<file path="config.mk">
export PLATFORM = sky130hd
export DESIGN_NAME = gemm_batch_ctrl
export DESIGN_NICKNAME = d
export VERILOG_FILES = /design/src/rtl/gemm_ctrl_pkg.sv /design/src/rtl/loop1.sv /design/src/rtl/gemm_batch_ctrl.sv
export SDC_FILE = /design/constraint.sdc
export NUM_CORES = 1
export LEC_CHECK = 0
export BUFFER_PORTS_ARGS = -buffer_cell sky130_fd_sc_hd__buf_2
export CORE_MARGIN = 8
export CORE_UTILIZATION = 55
export CTS_BUF_LIST = sky130_fd_sc_hd__clkbuf_8
export CTS_CLUSTER_DIAMETER = 50
export DETAILED_ROUTE_END_ITERATION = 16
export PLACE_DENSITY = 0.82
export SLEW_MARGIN = 0
export SYNTH_ARGS = -nofsm -noshare
export SYNTH_HDL_FRONTEND = slang
export SYNTH_SLANG_ARGS = --single-unit
export TNS_END_PERCENT = 100
</file>
<file path="constraint.sdc">
create_clock -name i_clk -period 2.6 [get_ports i_clk]
set_input_delay 0.13 -clock i_clk [delete_from_list [all_inputs] [get_ports i_clk]]
set_output_delay 0.13 -clock i_clk [all_outputs]
set_load 0.02 [all_outputs]
</file>
<file path="src/rtl/gemm_ctrl_pkg.sv">
// Shared types and default sizes for the GEMM batch sequencer.
// Holds the controller state enum and the default buffer geometry.
// Also provides the counter-width helper used for address ports.
package gemm_ctrl_pkg;

  typedef enum logic [2:0] {
    ST_IDLE  = 3'd0,
    ST_PRM   = 3'd1,
    ST_LOAD  = 3'd2,
    ST_COMP  = 3'd3,
    ST_DRAIN = 3'd4
  } state_t;

  localparam int DEF_SRC_DEPTH = 32;
  localparam int DEF_DST_DEPTH = 16;
  localparam int DEF_PRM_BANKS = 4;
  localparam int DEF_PRM_DEPTH = 8;

  // Width of a counter spanning n values; never narrower than one bit.
  function automatic int cnt_w(input int n);
    return (n > 1) ? $clog2(n) : 1;
  endfunction

endpackage

</file>
<file path="src/rtl/loop1.sv">
// Wrap counter: counts enabled events 0..MAX and wraps back to 0.
// Latency: count updates the cycle after i_en; o_wrap is combinational.
// No backpressure; i_clr has priority over i_en.
module loop1 #(
  parameter int W   = 4,
  parameter int MAX = 15
) (
  input  logic         i_clk,
  input  logic         i_reset,
  input  logic         i_clr,
  input  logic         i_en,
  output logic [W-1:0] o_cnt,
  output logic         o_wrap
);

  logic [W-1:0] r_cnt;
  logic         w_at_max;

  assign w_at_max = (r_cnt == W'(MAX));
  assign o_wrap   = i_en & w_at_max;
  assign o_cnt    = r_cnt;

  // Advance on enable, fold back to zero after the terminal value.
  always_ff @(posedge i_clk) begin
    if (i_reset || i_clr) begin
      r_cnt <= '0;
    end else if (i_en) begin
      r_cnt <= w_at_max ? '0 : r_cnt + 1'b1;
    end
  end

endmodule

</file>
<file path="src/rtl/gemm_batch_ctrl.sv">
// GEMM batch sequencer: parameter load, source fill, compute handshake, destination drain.
// Latency: write strobes are combinational with the accepted beat; destination data is 1 cycle after dst_v.
// Backpressure: src_valid/src_ready per beat; dst_ready stalls further reads so the buffer output holds.
module gemm_batch_ctrl
  import gemm_ctrl_pkg::*;
#(
  parameter  int SRC_DEPTH = DEF_SRC_DEPTH,
  parameter  int DST_DEPTH = DEF_DST_DEPTH,
  parameter  int PRM_BANKS = DEF_PRM_BANKS,
  parameter  int PRM_DEPTH = DEF_PRM_DEPTH,
  localparam int SAW       = cnt_w(SRC_DEPTH),
  localparam int DAW       = cnt_w(DST_DEPTH),
  localparam int PAW       = cnt_w(PRM_DEPTH),
  localparam int BKW       = cnt_w(PRM_BANKS)
) (
  input  logic                 i_clk,
  input  logic                 i_reset,
  input  logic                 i_matw,
  input  logic                 i_run,
  input  logic                 i_src_valid,
  output logic                 o_src_ready,
  output logic                 o_src_v,
  output logic [SAW-1:0]       o_src_a,
  output logic [PRM_BANKS-1:0] o_prm_v,
  output logic [PAW-1:0]       o_prm_a,
  output logic                 o_prm_done,
  output logic                 o_s_init,
  input  logic                 i_s_fin,
  output logic                 o_dst_v,
  output logic [DAW-1:0]       o_dst_a,
  output logic                 o_dst_valid,
  input  logic                 i_dst_ready,
  output logic                 o_dst_last,
  output logic                 o_busy
);

  state_t         r_state;
  state_t         w_next;

  logic [SAW-1:0] w_sa;
  logic           w_sa_wrap;
  logic [PAW-1:0] w_pw;
  logic           w_pw_wrap;
  logic [BKW-1:0] w_pb;
  logic           w_pb_wrap;
  logic [DAW-1:0] w_da;
  logic           w_da_wrap;

  logic           r_da_done;
  logic           r_dst_valid;
  logic           r_dst_last;

  logic           w_prm_beat;
  logic           w_src_beat;
  logic           w_rd_en;
  logic           w_issue;
  logic           w_last_acc;
  logic           w_clr;

  // A parameter beat only counts while the host still requests write mode,
  // and a source beat only while the batch is still enabled, so an abort
  // cycle never writes a buffer or fires a pulse.
  assign w_prm_beat = (r_state == ST_PRM) & i_matw & i_src_valid;
  assign w_src_beat = (r_state == ST_LOAD) & i_run & i_src_valid;

  // The read pipeline advances when its output slot is empty or being taken.
  assign w_rd_en    = ~r_dst_valid | i_dst_ready;
  assign w_issue    = (r_state == ST_DRAIN) & i_run & ~r_da_done & w_rd_en;
  assign w_last_acc = (r_state == ST_DRAIN) & r_dst_valid & r_dst_last & i_dst_ready;

  // Every return to IDLE and every completed drain starts the next batch from zero.
  assign w_clr      = (w_next == ST_IDLE) | w_last_acc;

  loop1 #(.W(SAW), .MAX(SRC_DEPTH - 1)) u_sa (
    .i_clk(i_clk), .i_reset(i_reset), .i_clr(w_clr), .i_en(w_src_beat),
    .o_cnt(w_sa), .o_wrap(w_sa_wrap)
  );

  loop1 #(.W(PAW), .MAX(PRM_DEPTH - 1)) u_pw (
    .i_clk(i_clk), .i_reset(i_reset), .i_clr(w_clr), .i_en(w_prm_beat),
    .o_cnt(w_pw), .o_wrap(w_pw_wrap)
  );

  loop1 #(.W(BKW), .MAX(PRM_BANKS - 1)) u_pb (
    .i_clk(i_clk), .i_reset(i_reset), .i_clr(w_clr), .i_en(w_prm_beat & w_pw_wrap),
    .o_cnt(w_pb), .o_wrap(w_pb_wrap)
  );

  loop1 #(.W(DAW), .MAX(DST_DEPTH - 1)) u_da (
    .i_clk(i_clk), .i_reset(i_reset), .i_clr(w_clr), .i_en(w_issue),
    .o_cnt(w_da), .o_wrap(w_da_wrap)
  );

  // State register.
  always_ff @(posedge i_clk) begin
    if (i_reset) begin
      r_state <= ST_IDLE;
    end else begin
      r_state <= w_next;
    end
  end

  // Next-state selection and state-qualified outputs.
  always_comb begin
    w_next      = r_state;
    o_src_ready = 1'b0;
    o_busy      = 1'b1;
    case (r_state)
      ST_IDLE: begin
        o_busy = 1'b0;
        if (i_matw) begin
          w_next = ST_PRM;
        end else if (i_run) begin
          w_next = ST_LOAD;
        end
      end
      ST_PRM: begin
        o_src_ready = 1'b1;
        if (!i_matw) begin
          w_next = ST_IDLE;
        end else if (w_prm_beat && w_pw_wrap && w_pb_wrap) begin
          w_next = ST_IDLE;
        end
      end
      ST_LOAD: begin
        o_src_ready = 1'b1;
        if (!i_run) begin
          w_next = ST_IDLE;
        end else if (w_src_beat && w_sa_wrap) begin
          w_next = ST_COMP;
        end
      end
      ST_COMP: begin
        if (!i_run) begin
          w_next = ST_IDLE;
        end else if (i_s_fin) begin
          w_next = ST_DRAIN;
        end
      end
      ST_DRAIN: begin
        if (!i_run) begin
          w_next = ST_IDLE;
        end else if (w_last_acc) begin
          w_next = ST_LOAD;
        end
      end
      default: begin
        w_next = ST_IDLE;
      end
    endcase
  end

  // Remember that the final read of the batch has been issued.
  always_ff @(posedge i_clk) begin
    if (i_reset || w_clr) begin
      r_da_done <= 1'b0;
    end else if (w_da_wrap) begin
      r_da_done <= 1'b1;
    end
  end

  // Output stage of the destination read pipeline; holds while the host stalls.
  always_ff @(posedge i_clk) begin
    if (i_reset || w_clr) begin
      r_dst_valid <= 1'b0;
      r_dst_last  <= 1'b0;
    end else if (w_rd_en) begin
      r_dst_valid <= w_issue;
      r_dst_last  <= w_da_wrap;
    end
  end

  assign o_src_v     = w_src_beat;
  assign o_src_a     = w_sa;
  assign o_s_init    = w_src_beat & w_sa_wrap;
  assign o_prm_v     = w_prm_beat ? (PRM_BANKS'(1) << w_pb) : '0;
  assign o_prm_a     = w_pw;
  assign o_prm_done  = w_prm_beat & w_pw_wrap & w_pb_wrap;
  assign o_dst_v     = w_issue;
  assign o_dst_a     = w_da;
  assign o_dst_valid = r_dst_valid;
  assign o_dst_last  = r_dst_last;

endmodule

</file>
==> flow_summary.json <==
{
  "clkTransAtPathRegs_ps": 80,
  "seqCellArea_um2": 400,
  "dp_hpwl_um": 2180,
  "grt_max_degree": 18,
  "post_drt_wl_per_cell_um": 15.1,
  "grt_pass1_wl_um": 4720,
  "vias_per_cell": 5.72,
  "grt_pass1_vias": 1055,
  "gp_congestion": 0.906,
  "synth_top_cells_by_count": "dfxtp_1, nor2_1, nor3_2",
  "num-fill-cells": 184,
  "synth_top_cell_by_area": "dfxtp_1",
  "synth_top_cells_by_area": "dfxtp_1, ha_1, nor3_2",
  "core_area_um2": 2210,
  "synthCells": 131,
  "avgSynthCellArea_um2": 9.80,
  "cts_hold_buf": 0,
  "drv_slew": 0,
  "crit_path_top_delay_cell": "dfxtp_1",
  "ys_ff_latch": 20,
  "initial_utilization_pct": 58.0,
  "cts_sinks": 20,
  "leakage_nw": 0.674,
  "synth_edf_count": 0,
  "drc": 0,
  "yosys_warnings": 0,
  "initialDrtViolationCount": 82,
  "finalClockSkew_ps": 3.84,
  "antenna_cells": 0,
  "crit_fanout": 6,
  "r2r_cells": 7,
  "die-height_um": 64.3,
  "cts_setup_buffers": 0,
  "pwr_density_cell_nw_per_um2": 427,
  "die_width_um": 64.3,
  "areaGrowthSynthToFinish_pct": 16.6,
  "async_reset_ff_share_pct": 0,
  "cts_buffer_depth": 2,
  "ctsResizeCount": 0,
  "ys.flop_type": "dfxtp_1",
  "worstSkewPairLatency_ps": 250,
  "rows": 17,
  "synth_nets": 147,
  "status": "finished, final reports clean",
  "post-route-period-util_pct": 77.3,
  "grt_usage_pct": 13.4,
  "critPathKind": "flip-flop to primary output",
  "max_slew.worst_pin.slew_ps": 492,
  "numCtsBuffers": 3,
  "worstHoldPathType": "primary input to flip-flop",
  "synth.cell_area_um2": 1280,
  "fmax_mhz": 498,
  "overflow": 0,
  "rsz0062_at_grt": "false",
  "cts_root_buffer": "clkbuf_8",
  "hold_depth": 2,
  "vias": 1082,
  "layout_min_cycle_time_ps": 2010,
  "peakVddDrop_v": 0.000357,
  "setup_violations": 0,
  "drv_cap": 0,
  "antenna_left": 0,
  "crit_required_ps": 2470,
  "io_pins": 31,
  "path_common_cell": "ha_1",
  "slew_headroom_pct": 67.2,
  "cts_tree": "yes",
  "start_kind": "flip-flop",
  "synth_most_common_cell": "dfxtp_1",
  "utilization_pct": 67.6,
  "synth_top_area_share_pct": 31.2,
  "io_buffers": 30,
  "cp.arrival_ps": 1880,
  "drive_gt1_share_pct": 35.4,
  "path_cells": "ha_1, and3_1, ha_1, nor3b_2, buf_2",
  "endpoint_kind": "primary output",
  "fin_tns_setup_ps": 0,
  "multi_input_area_um2": 822,
  "ys_seq_area_share_pct": 31.2,
  "worst_path_largest_cell_delay_ps": 430,
  "finalHoldViolations": 0,
  "drt_wl_total_um": 2850,
  "cts_max_level": 1,
  "synth.distinct_cells": 45,
  "antenna_found_initial": 0,
  "nNetsFinal": 178,
  "dieArea_um2": 4140,
  "drt_first_pass_iters": 4
}
-- cell families after synthesis --
kind of cell               share of synthesized area, %
muxes                                              6.24
and+or+nand+nor                                    36.9
AOI/OAI and AO/OA                                  10.0
buffers and inverters                              4.78
xor gates and xnor gates                           2.05
adders and majority gates                          8.77
DFF                                                31.2
-- where the power goes --
part / switching (mW) / internal, mW
clock network: 0.103 / 0.135
logic: 0.0518 / 0.0327
registers: 0.00826 / 0.309
-- per-stage QoR --
step	worst slack, ps	std cells	instance area, um2	hold WS (ps)	power, mW
finish	591	189	1500	82.6	0.639
global route	458	189	1500	88.3	0.664
CTS	604	189	1500	76.0	0.639
detailed placement	690	185	1440	344	0.408
global placement	787	185	1440	349	0.405
floorplan	536	131	1280	202	0.384
-- state kept, by name, summed over array words and instances (netlist names) --
signal       cells
o_dst_last       1
u_sa.o_cnt       5
o_dst_valid      1
u_pw.o_cnt       3
u_da.o_cnt       4
r_state          3
r_da_done        1
u_pb.o_cnt       2
-- area by class of cell --
class / count / area share (%)
multi-input combinational: 101 / 54.9
inverter: 3 / 0.753
sequential: 20 / 26.8
clock buffer: 4 / 3.68
timing repair buffer: 33 / 11.5
tap: 28 / 2.34
-- cells in the final DEF (no fill, tap or decap), types with 2 or more instances in the layout --
cell type and n:
a21oi_1 6, a31oi_1 2, and2_1 2, and3_1 6, buf_2 30, buf_4 3
clkbuf_8 4, dfxtp_1 20, ha_1 9, inv_1 3, mux2i_1 8, nand2_1 2
nand3_1 5, nor2_1 10, nor2b_1 3, nor3_1 6, nor3_2 10, nor3b_1 2
nor4_1 3, or3b_1 2, xnor2_1 3
-- routing by layer --
metal / vias up / wire length, um / global-route usage (%)
met5: - / 0 / 0
met4: 0 / 35 / 4.09
met3: 4 / 119 / 3.48
met2: 23 / 1380 / 22.7
met1: 516 / 1310 / 16.0
li1: 539 / - / -
-- worst paths after layout --
path	slack [ps]	startpoint	endpoint
worst max-delay path	590	u_sa.o_cnt[0]$_SDFFE_PP0N_	o_s_init
worst min-delay path	80	i_reset	r_state[0]$_SDFF_PP0_
worst max register to register	640	u_sa.o_cnt[0]$_SDFFE_PP0N_	u_sa.o_cnt[2]$_SDFFE_PP0N_
worst min register to register	540	r_da_done$_SDFFE_PP0P_	r_da_done$_SDFFE_PP0P_
-- worst max-delay path: cells and delay by family (launching register included) --
kind / cells / cell delay [ps]
fa+ha+maj: 2 / 410
buf+inv: 1 / 250
flops: 1 / 430
simple gates: 2 / 530
Note: power is estimated with default switching activity, not from simulation.
